`src/rtl/instr_fetch_sequencer_pkg.sv`:
```
// Shared types for the instruction fetch sequencer: FSM states, queue entry and constants.
// No logic; latency and backpressure are defined by the modules that import it.
package instr_fetch_sequencer_pkg;

    localparam int ILEN = 32;
    localparam logic [ILEN-1:0] NOP_INSTR = 32'h0000_0013;

    typedef enum logic [1:0] {
        IDLE  = 2'd0,
        REQ   = 2'd1,
        WAIT  = 2'd2,
        DRAIN = 2'd3
    } fetch_state_t;

    typedef struct packed {
        logic [31:0]     pc;
        logic [ILEN-1:0] instr;
    } fq_entry_t;

endpackage

```
`src/rtl/instr_fetch_sequencer_fetch_queue.sv`:
```
// Fetch queue: power-of-two FIFO of {pc, instr}; head visible combinationally, push-to-head 1 cycle.
// Push while full is accepted only together with a pop; flush empties it and overrides push/pop.
module fetch_queue
    import instr_fetch_sequencer_pkg::*;
#(
    parameter int DEPTH = 2
) (
    input  logic                     clk,
    input  logic                     rst_n,
    input  logic                     push,
    input  fq_entry_t                push_entry,
    input  logic                     pop,
    input  logic                     flush,
    output fq_entry_t                head,
    output logic                     full,
    output logic                     empty,
    output logic [$clog2(DEPTH):0]   count
);

    localparam int AW = $clog2(DEPTH);

    fq_entry_t         mem [DEPTH];
    logic [AW-1:0]     wr_ptr;
    logic [AW-1:0]     rd_ptr;
    logic              do_push;
    logic              do_pop;

    assign empty   = (count == '0);
    assign full    = (count == (AW+1)'(DEPTH));
    assign do_pop  = pop && !empty;
    assign do_push = push && (!full || do_pop);
    assign head    = mem[rd_ptr];

    always_ff @(posedge clk or negedge rst_n) begin
        if (!rst_n) begin
            wr_ptr <= '0;
            rd_ptr <= '0;
            count  <= '0;
        end else if (flush) begin
            wr_ptr <= '0;
            rd_ptr <= '0;
            count  <= '0;
        end else begin
            if (do_push) wr_ptr <= wr_ptr + AW'(1);
            if (do_pop)  rd_ptr <= rd_ptr + AW'(1);
            count <= count + (AW+1)'(do_push) - (AW+1)'(do_pop);
        end
    end

    // Storage is pure datapath; the head is masked by empty at the top level.
    always_ff @(posedge clk) begin
        if (do_push && !flush) mem[wr_ptr] <= push_entry;
    end

endmodule

```
`src/rtl/instr_fetch_sequencer.sv`:
```
// Instruction fetch sequencer: one outstanding imem request, responses queued for decode (grant-to-visible 2 cycles).
// Stops requesting when queue plus in-flight would overflow; decode stall holds the head stable.
module instr_fetch_sequencer
    import instr_fetch_sequencer_pkg::*;
#(
    parameter logic [31:0] RESET_PC = 32'h0000_0000,
    parameter int          FQ_DEPTH = 2
) (
    input  logic            clk,
    input  logic            rst_n,
    output logic            imem_req,
    output logic [31:0]     imem_addr,
    input  logic            imem_gnt,
    input  logic            imem_rvalid,
    input  logic [ILEN-1:0] imem_rdata,
    input  logic            redirect_valid,
    input  logic [31:0]     redirect_pc,
    output logic            if_valid,
    input  logic            if_ready,
    output logic [ILEN-1:0] if_instr,
    output logic [31:0]     if_pc,
    output logic            busy
);

    fetch_state_t               state;
    logic [31:0]                fetch_pc;
    logic [31:0]                inflight_pc;
    logic [31:0]                redirect_target;
    logic                       accept;
    logic                       redirect;
    logic                       push;
    logic                       pop;
    logic                       fq_full;
    logic                       fq_empty;
    logic [$clog2(FQ_DEPTH):0]  fq_count;
    fq_entry_t                  fq_head;
    fq_entry_t                  push_entry;

    // The very first post-reset cycle samples no input, so IDLE ignores redirects.
    assign redirect        = redirect_valid && (state != IDLE);
    assign redirect_target = redirect_pc & 32'hFFFF_FFFC;

    // Only REQ can issue, and nothing is outstanding there, so room == not full.
    assign imem_req  = (state == REQ) && !fq_full;
    assign imem_addr = fetch_pc;
    assign accept    = imem_req && imem_gnt;

    assign push       = (state == WAIT) && imem_rvalid && !redirect;
    assign pop        = !fq_empty && if_ready && !redirect;
    assign push_entry = '{pc: inflight_pc, instr: imem_rdata};

    assign if_valid = !fq_empty;
    assign if_instr = fq_empty ? NOP_INSTR : fq_head.instr;
    assign if_pc    = fq_empty ? RESET_PC  : fq_head.pc;
    assign busy     = (state == WAIT) || (state == DRAIN) || (fq_count != '0);

    always_ff @(posedge clk or negedge rst_n) begin
        if (!rst_n) begin
            state       <= IDLE;
            fetch_pc    <= RESET_PC;
            inflight_pc <= RESET_PC;
        end else begin
            case (state)
                IDLE: state <= REQ;
                REQ: begin
                    if (accept) begin
                        inflight_pc <= fetch_pc;
                        fetch_pc    <= fetch_pc + 32'd4;
                        state       <= redirect ? DRAIN : WAIT;
                    end
                    if (redirect) fetch_pc <= redirect_target;
                end
                WAIT: begin
                    // A response landing in the redirect cycle is already the one to drop.
                    if (redirect) begin
                        fetch_pc <= redirect_target;
                        state    <= imem_rvalid ? REQ : DRAIN;
                    end else if (imem_rvalid) begin
                        state <= REQ;
                    end
                end
                DRAIN: begin
                    if (redirect)    fetch_pc <= redirect_target;
                    if (imem_rvalid) state    <= REQ;
                end
                default: state <= IDLE;
            endcase
        end
    end

    fetch_queue #(
        .DEPTH (FQ_DEPTH)
    ) u_fetch_queue (
        .clk        (clk),
        .rst_n      (rst_n),
        .push       (push),
        .push_entry (push_entry),
        .pop        (pop),
        .flush      (redirect),
        .head       (fq_head),
        .full       (fq_full),
        .empty      (fq_empty),
        .count      (fq_count)
    );

endmodule

```
`config.mk`:
```
export PLATFORM = sky130hd
export DESIGN_NAME = instr_fetch_sequencer
export DESIGN_NICKNAME = d
export VERILOG_FILES = /design/src/rtl/instr_fetch_sequencer_pkg.sv /design/src/rtl/instr_fetch_sequencer_fetch_queue.sv /design/src/rtl/instr_fetch_sequencer.sv
export SDC_FILE = /design/constraint.sdc
export NUM_CORES = 1
export LEC_CHECK = 0
export ABC_AREA = 1
export ABC_CLOCK_PERIOD_IN_PS = 9650
export CORE_MARGIN = 5
export CORE_UTILIZATION = 55
export CTS_CLUSTER_SIZE = 24
export DETAILED_ROUTE_END_ITERATION = 12
export PLACE_DENSITY = 0.85
export SYNTH_ARGS = -nofsm -noshare
export SYNTH_HDL_FRONTEND = slang
export SYNTH_SLANG_ARGS = --single-unit
```
`constraint.sdc`:
```
create_clock -name clk -period 9.65 [get_ports clk]
set_input_delay 2.895 -clock clk [delete_from_list [all_inputs] [get_ports clk]]
set_output_delay 2.895 -clock clk [all_outputs]
set_load 0.005 [all_outputs]
```
==> run metrics, run 1 <==
leakage power summed over all cells=4.20 nW; syn avg cell area=9.59 sq um; largest incremental delay on the critical path=750 ps; most common cell after layout, fill and taps aside=nand2_1; share of Yosys cell area claimed by the top area cell type=44.6%; vias per cell=5.36; cell-by-cell listing of the critical path=inv_2, nand2_1, a21oi_1, clkdlybuf4s50_1; routing usage on met1=30.0%; clock-pin slew on the worst setup and hold paths=60 ps; count of routing violations after the opening detailed-route iteration=421; Final period util=56.0%; maximum buffer depth of the clock tree=2; Final Max Slew Viols=0; total track usage=21.8%; headroom to the max-slew limit=28.3%; sequential cell area fraction in the yosys report=64.4%; Post-Synthesis Cell Area=0.00835 sq mm; Yosys Warn Count=0; number of nets with antenna violations after detailed routing=0; launching element type of the critical path=register; met3 track demand over resource=4.23%; antenna violations before repair=0; count of vias placed by the detailed router=6547; area grow syn2layout=27.5%; signal arrival time at the worst endpoint=2510 ps; Overflow after GRT=0; layout cells sized above 1=6.20%; Post-layout nets=1093; area leader, netlist=edfxtp_1; worst-path fanout max=62; Slowest cell on crit path=inv_2; number of antenna diodes=0; Boundary Pins=169; Synth area leaders=edfxtp_1, dfrtp_1, nand2_1; worst hold-check path type=register to register; vias in the first global route=6199; DIE HEIGHT=133 um; Clock Skew=9.02 ps; Total Routed Length=19400 um; Setup Viol. Count Final=0; master cell of the clock root buffer=clkbuf_16; largest net degree at the start of global routing=67; run status=complete, no violations; Core Footprint=0.0150 sq mm; global placer's final weighted congestion=0.943; data required time of the worst path=6760 ps; unique cell type count in the Yosys netlist=35; Final Hold Fails=0; slew at the pin closest to its max-slew limit=1080 ps; unrepaired setup endpoints after global routing=no; Pre-antenna DRT Iters=5; hold_buf cts=0; critical path start-end classification=register to primary output; starting utilization of the core area=55.5%; Inserted Clock Buffers=17; clock period minus worst slack=5410 ps; Cell Rows=45; Power Dens Cells=241 mW/mm^2; I/O Buffers=162; cell area reported after detailed placement=0.0101 sq mm; Residual DRC=0; CTS sink count=190; total negative slack=0 ps; count of mapped cells out of synthesis=870; leading cell types in the layout, fill and taps excluded=nand2_1, clkdlybuf4s50_1, edfxtp_1; floorplan die width=133 um; worst voltage drop across the vdd grid=0.000131 V; clock tree from TritonCTS=built; wire per inst=15.9 um; HPWL after detailed placement=13000 um; first-pass GRT wire length=30800 um; count of maximum capacitance violations=0; total die area=0.0177 sq mm; cells resized by post-CTS repair=0; postcts setup bufs=0; Skew-Pair Late Insertion Delay=420 ps; Most Crowded Layer GR=met2; Seq cells post-synth=190; H-tree depth=4; Max Freq=185 MHz; fin area=0.0106 sq mm; endpoint kind of the worst setup timing path=primary output; global routing met2 resource utilization=34.6%
[critical path: cells and delay by family, from the launching register on]
| family | cells | cell delay, ps |
|---|---|---|
| buf+inv | 2 | 1290 |
| flops | 1 | 400 |
| simple gates | 1 | 110 |
| compound gates | 1 | 250 |
[logic make-up after synthesis]
group	share of synthesized area (%)
XOR/XNOR	0.315
buffers and inverters	4.48
other	0.0449
AND/OR/NAND/NOR	22.1
AO/OA/AOI/OAI	8.18
flip-flops	64.4
adder cells (fa/ha/maj)	0.450
[state kept, by name, summed over array words and instances, names as in the netlist]
register and flops:
u_fetch_queue.mem 124, imem_addr 30, inflight_pc 30, state 2
u_fetch_queue.count 2, u_fetch_queue.rd_ptr 1, u_fetch_queue.wr_ptr 1
[final timing paths]
| path | startpoint | end | slack, ps | depth (start not counted) |
|---|---|---|---|---|
| max in group asynchronous | rst_n | u_fetch_queue.rd_ptr | 6390 | 2 |
| min in group asynchronous | rst_n | imem_addr[19] | 2650 | 2 |
| worst min-delay path | inflight_pc[11] | u_fetch_queue.mem[1][43] | 470 | 0 |
| worst max register to register | state[1] | imem_addr[15] | 7090 | 10 |
| worst max-delay path | u_fetch_queue.rd_ptr | if_pc[7] | 4240 | 4 |
| worst min register to register | inflight_pc[11] | u_fetch_queue.mem[1][43] | 470 | 0 |
[synth_stat cells]
master and number:
ha_1 3, or2_1 1, nand2_4 2, nand2_2 3, o2111ai_1 1, clkbuf_1 16, nor2_2 4, a21oi_2 1
nand4_1 5, xnor2_1 2, a22oi_1 3, a31oi_1 1, nand3_2 1, inv_2 7, o21ai_2 1, nor2_8 1
a21oi_1 74, inv_1 37, o22ai_1 2, nand3_1 41, conb_1 1, buf_2 14, nor2_4 2, nand2_1 311
or2_0 1, dfrtp_1 66, buf_4 5, buf_6 2, o21ai_0 14, nor2_1 83, o21ai_1 35, clkinv_1 1
edfxtp_1 124, buf_1 4, xor2_1 1
[per-layer routing]
| metal | vias to the layer above | part of all wire, % | routed length [um] |
|---|---|---|---|
| met5 | - | 0 | 0 |
| met4 | 0 | 3.1 | 607 |
| met3 | 40 | 6.9 | 1350 |
| met2 | 271 | 47 | 9190 |
| met1 | 3044 | 43 | 8290 |
| li1 | 3192 | - | - |
[where the power goes]
group	total, mW	leakage, nW	internal [mW]	switching, mW
sequential	1.20	1.91	1.03	0.164
combinational	0.709	2.01	0.315	0.394
clock	0.655	0.268	0.364	0.291
total	2.56	4.20	1.71	0.849
[layout make-up]
class	count	area [sq um]
Clock buffer	20	447
Clock inverter	12	110
Fill cell	1114	4390
Inverter	45	169
Multi-Input combinational cell	597	2640
Sequential cell	190	5380
Tap cell	188	235
Timing Repair Buffer	169	1670
[metrics by stage]
step                      setup slack (ps)  hold WS (ps)  power, mW  utilization [%]  std cells
final                                 4240           472       2.56             70.8       1221
after floorplan                       3290           442       1.56                -        873
after CTS                             4210           476       2.57             70.8       1221
after detailed placement              4330           462       1.92             67.1       1189
after global routing                  4050           496       2.71             70.8       1221
after global placement                4410           449       1.89             67.1       1189
Power figures use the tool's default switching activity.
==> run 2, diff against run 1 <==
--- a/config.mk
+++ b/config.mk
@@ -6,12 +6,12 @@
 export NUM_CORES = 1
 export LEC_CHECK = 0
 export ABC_AREA = 1
-export ABC_CLOCK_PERIOD_IN_PS = 9650
+export ABC_CLOCK_PERIOD_IN_PS = 4530
 export CORE_MARGIN = 5
-export CORE_UTILIZATION = 55
+export CORE_UTILIZATION = 47
 export CTS_CLUSTER_SIZE = 24
 export DETAILED_ROUTE_END_ITERATION = 12
-export PLACE_DENSITY = 0.85
+export PLACE_DENSITY = 0.77
 export SYNTH_ARGS = -nofsm -noshare
 export SYNTH_HDL_FRONTEND = slang
 export SYNTH_SLANG_ARGS = --single-unit
==> constraint.sdc (replaced) <==
create_clock -name clk -period 4.53 [get_ports clk]
set_input_delay 1.359 -clock clk [delete_from_list [all_inputs] [get_ports clk]]
set_output_delay 1.359 -clock clk [all_outputs]
set_load 0.005 [all_outputs]
==> run 2 against run 1 <==
- via count shrank 0.41%
- critical path depth grew 1
- sequential power grew 110%
- global-route usage shrank 1.9 points
- cell area grew 1.9%
- clock power grew 150%
- count of clock-buffer cells in the layout shrank 1
- sequential share of layout area shrank 0.96 points
- sequential cell count is the same
- non-clock buffer count grew 5
- die area grew 16%
- worst hold slack lost 3.2 ps
- critical path type unchanged
- largest power group unchanged
==> run metrics, run 2 (synthesis gave the netlist of run 1 again) <==
Overflow after GRT=0; Setup Viol. Count Final=0; clock tree from TritonCTS=built; first-pass GRT wire length=31800 um; Pre-antenna DRT Iters=5; cell area reported after detailed placement=0.0102 sq mm; Largest Register=u_fetch_queue.mem; FF-to-FF setup slack=2390 ps; clock network fraction of total power=28.1%; vias per cell=5.16; Skew-Pair Late Insertion Delay=430 ps; total track usage=20.0%; share of power burned in combinational logic=27.1%; depth of the most critical reg-to-reg path=4; Filler Cell Count=1431; clock-pin slew on the worst setup and hold paths=70 ps; master cell of the clock root buffer=clkbuf_16; worst-path fanout max=32; area grow syn2layout=30.0%; critical path start-end classification=register to primary output; Final Hold Fails=0; number of stages on the worst hold path=0; Power Dens Cells=526 mW/mm^2; run status=complete, no violations; net switching share of the total power=32.2%; worst hold-check path type=register to register; floorplan die width=143 um; worst hold path startpoint=inflight_pc[7]; total die area=0.0205 sq mm; Boundary Pins=169; final setup margin=809 ps; Setup Slack @ Placement=1150 ps; cells resized by post-CTS repair=0; cell-internal power=3.87 mW; worst voltage drop across the vdd grid=0.000265 V; flip-flop count of the largest register, all copies and words added=124; launching element type of the critical path=register; maximum buffer depth of the clock tree=2; clock period minus worst slack=3720 ps; data required time of the worst path=3170 ps; layout cells sized above 1=6.45%; Reg-to-Reg Start=state[0]; Final period util=82.1%; part of the power in registers=44.8%; count of vias placed by the detailed router=6520; I/O Buffers=162; leakage power summed over all cells=4.27 nW; Multi-input gate area=0.00264 sq mm; number of antenna diodes=0; Post-layout nets=1098; Max Freq=269 MHz; antenna violations before repair=0; unrepaired setup endpoints after global routing=no; DIE HEIGHT=143 um; count of maximum capacitance violations=0; starting utilization of the core area=48.1%; hold_buf cts=0; signal arrival time at the worst endpoint=2360 ps; wire per inst=15.9 um; CTS sink count=190; endpoint kind of the worst setup timing path=primary output; Clock Skew=10.9 ps; vias in the first global route=6280; count of routing violations after the opening detailed-route iteration=441; slew at the pin closest to its max-slew limit=829 ps; Final Max Slew Viols=0; Inserted Clock Buffers=17; Core Footprint=0.0174 sq mm; HPWL after detailed placement=13700 um; Reg-to-Reg End=u_fetch_queue.mem[1][26]; most common cell after layout, fill and taps aside=nand2_1; Residual DRC=0; leading cell types in the layout, fill and taps excluded=nand2_1, clkdlybuf4s50_1, edfxtp_1; number of nets with antenna violations after detailed routing=0; postcts setup bufs=0; fin area=0.0109 sq mm; NetSw=1.84 mW; footprint of the flip-flops and latches=0.00538 sq mm; Total Routed Length=20100 um; largest net degree at the start of global routing=65; Cell Rows=48; headroom to the max-slew limit=44.7%; global placer's final weighted congestion=0.982; H-tree depth=4; Worst Hold Endpoint=u_fetch_queue.mem[0][39]
## run 2: cell types whose count changed in the layout (fill, tap and decap cells not counted), sizes merged
cell and delta:
buf +5, bufinv +4, clkinvlp -2, clkbuf -1
inv -1
## run 2: cell type report
type,count,share of cell area [%]
multi-input cells,597,24.3
repair buffers,174,16.1
inverters,45,1.56
flip-flops and latches,190,49.5
well taps,225,2.59
clock inverters,13,1.93
clock buffers,19,3.99
## run 2: power groups by stage
stage	Sequential [mW]	Combinational, mW	Clock (mW)
3_5_place_dp	2.57	1.54	0
4_1_cts	2.54	1.55	1.63
3_3_place_gp	2.57	1.51	0
2_1_floorplan	2.47	0.855	0
6_report	2.56	1.55	1.61
5_1_grt	2.59	1.73	1.71
## run 2: worst max-delay path, cell delays in order (launching register included)
cell             delay [ps]
dfrtp_2                 410
inv_2                   440
buf_12                  270
nand2_1                  70
a21oi_1                 150
clkdlybuf4s50_1         580
## run 2: routing by layer
layer / vias up / routed length [um] / track usage (%)
met5: - / 0 / 0
met4: 0 / 398 / 7.53
met3: 29 / 1670 / 4.76
met2: 257 / 9330 / 31.9
met1: 3037 / 8700 / 26.7
li1: 3197 / - / -
## run 2: worst max-delay path by stage
stage                                    start                       end  slack (ps)  depth (start not counted)
after floorplan                 redirect_valid   u_fetch_queue.mem[0][0]        -290                          3
after global placement          redirect_valid  u_fetch_queue.mem[0][26]        1190                          5
after detailed placement        redirect_valid  u_fetch_queue.mem[1][29]        1150                          5
after CTS                 u_fetch_queue.rd_ptr                 if_pc[13]         770                          5
after global routing      u_fetch_queue.rd_ptr                  if_pc[7]         630                          5
final                     u_fetch_queue.rd_ptr                 if_pc[18]         810                          5
## run 2: through the flow
stage / power [mW] / utilization (%) / instances / hold slack, ps / setup TNS (ps)
6_report: 5.71 / 62.5 / 1263 / 469 / 0
5_1_grt: 6.03 / 62.5 / 1263 / 489 / 0
4_1_cts: 5.73 / 62.5 / 1263 / 472 / 0
3_5_place_dp: 4.11 / 58.8 / 1231 / 455 / 0
3_3_place_gp: 4.07 / 58.8 / 1231 / 450 / 0
2_1_floorplan: 3.32 / - / 873 / 442 / -36090
==> run 3, diff against run 2 <==
--- a/config.mk
+++ b/config.mk
@@ -6,7 +6,7 @@
 export NUM_CORES = 1
 export LEC_CHECK = 0
 export ABC_AREA = 1
-export ABC_CLOCK_PERIOD_IN_PS = 4530
+export ABC_CLOCK_PERIOD_IN_PS = 3400
 export CORE_MARGIN = 5
 export CORE_UTILIZATION = 47
 export CTS_CLUSTER_SIZE = 24
==> constraint.sdc (replaced) <==
create_clock -name clk -period 3.4 [get_ports clk]
set_input_delay 1.02 -clock clk [delete_from_list [all_inputs] [get_ports clk]]
set_output_delay 1.02 -clock clk [all_outputs]
set_load 0.005 [all_outputs]
==> run 3 against run 2 <==
- final cell count is 0.24% higher
- clock skew up 2.8 ps
- combinational power rose by 33%
- worst setup slack got worse by 610 ps
==> run metrics, run 3 (synthesis gave the netlist of run 1 again) <==
worst hold-check path type=register to register; flip-flop count of the largest register, all copies and words added=124; Total Routed Length=20100 um; count of vias placed by the detailed router=6500; Cell Rows=48; largest net degree at the start of global routing=63; signal arrival time at the worst endpoint=2180 ps; total track usage=19.8%; first-pass GRT wire length=31600 um; leading cell types in the layout, fill and taps excluded=nand2_1, clkdlybuf4s50_1, edfxtp_1; unrepaired setup endpoints after global routing=no; global placer's final weighted congestion=0.950; H-tree depth=4; total die area=0.0205 sq mm; cell-by-cell listing of the critical path=inv_2, buf_12, nand2_1, a21oi_1, clkdlybuf4s50_1; floorplan die width=143 um; clock-pin slew on the worst setup and hold paths=70 ps; Pre-antenna DRT Iters=7; Power Dens Cells=702 mW/mm^2; Final Max Slew Viols=0; Overflow after GRT=0; starting utilization of the core area=48.1%; Slowest cell on crit path=dfrtp_2; I/O Buffers=162; Final Hold Fails=0; CTS sink count=190; count of maximum capacitance violations=0; hold_buf cts=0; footprint of the flip-flops and latches=0.00538 sq mm; Post-layout nets=1101; slew at the pin closest to its max-slew limit=725 ps; cell area reported after detailed placement=0.0103 sq mm; worst voltage drop across the vdd grid=0.000425 V; wire per inst=15.9 um; vias in the first global route=6167; area grow syn2layout=30.8%; Inserted Clock Buffers=17; fin area=0.0109 sq mm; clock period minus worst slack=3200 ps; hold_ws=477 ps; clock tree from TritonCTS=built; Boundary Pins=169; Final period util=94.2%; maximum buffer depth of the clock tree=2; run status=complete, no violations; headroom to the max-slew limit=51.7%; HPWL after detailed placement=13800 um; critical path start-end classification=register to primary output; number of nets with antenna violations after detailed routing=0; number of antenna diodes=0; most common cell after layout, fill and taps aside=nand2_1; vias per cell=5.13; worst-path fanout max=36; antenna violations before repair=0; layout cells sized above 1=7.01%; Max Freq=312 MHz; Filler Cell Count=1414; Worst Path Buf+Inv=3; DIE HEIGHT=143 um; Skew-Pair Late Insertion Delay=430 ps; Residual DRC=0; count of routing violations after the opening detailed-route iteration=398; Clock Skew=13.7 ps; Multi-input gate area=0.00264 sq mm; master cell of the clock root buffer=clkbuf_16; launching element type of the critical path=register; largest incremental delay on the critical path=560 ps; endpoint kind of the worst setup timing path=primary output; Largest Register=u_fetch_queue.mem; Core Footprint=0.0174 sq mm; total negative slack=0 ps; leakage power summed over all cells=4.30 nW; data required time of the worst path=2380 ps; Top delay family on crit path=buffers and inverters; Setup Viol. Count Final=0
[run 3: cell types whose count changed in the layout (fill, tap and decap cells not counted), sizes merged]
cell	delta
clkinv	-2
buf	+3
inv	+2
clkbuf	-2
clkinvlp	+2
[run 3: routing by layer]
layer	track usage (%)	routed length [um]
met1	26.6	8620
met2	31.6	9380
met3	5.06	1710
met4	7.09	434
met5	0	0
[run 3: layout make-up]
class / count / area share, %
inverters: 45 / 1.55
flip-flops and latches: 190 / 49.2
well taps: 225 / 2.58
multi-input cells: 597 / 24.2
repair buffers: 177 / 16.4
clock buffers: 17 / 3.90
clock inverters: 15 / 2.14
[run 3: path summary, 6_finish.rpt]
kind / start / endpoint / slack (ps) / cells past startpoint
min in group asynchronous: rst_n / imem_addr[9] / 640 / 1
min reg2reg: inflight_pc[13] / u_fetch_queue.mem[1][45] / 480 / 0
max: u_fetch_queue.rd_ptr / if_pc[23] / 200 / 5
max reg2reg: u_fetch_queue.count[1] / u_fetch_queue.count[1] / 1300 / 10
max in group asynchronous: rst_n / inflight_pc[23] / 2110 / 2
min: inflight_pc[13] / u_fetch_queue.mem[1][45] / 480 / 0
[run 3: power breakdown]
part           switching [mW]  internal (mW)  total, mW
clock network           0.875           1.32       2.20
logic                    1.13          0.929       2.06
registers               0.481           2.93       3.41
total                    2.49           5.18       7.67
[run 3: repair_timing]
action | 4_1_cts | 5_1_grt
setup endpoints to repair | 0 | 2
setup buffers | 0 | 0
resized for setup | 0 | 1
[run 3: through the flow]
step                      util, %  std cells  power [mW]  setup WS (ps)
after floorplan                 -        873        4.43          -78.9
after global placement       59.1       1234        5.43            420
after detailed placement     59.1       1234        5.49            382
after CTS                    62.9       1266        7.71            129
after global routing         62.9       1266        8.12           50.4
final                        62.9       1266        7.67            199
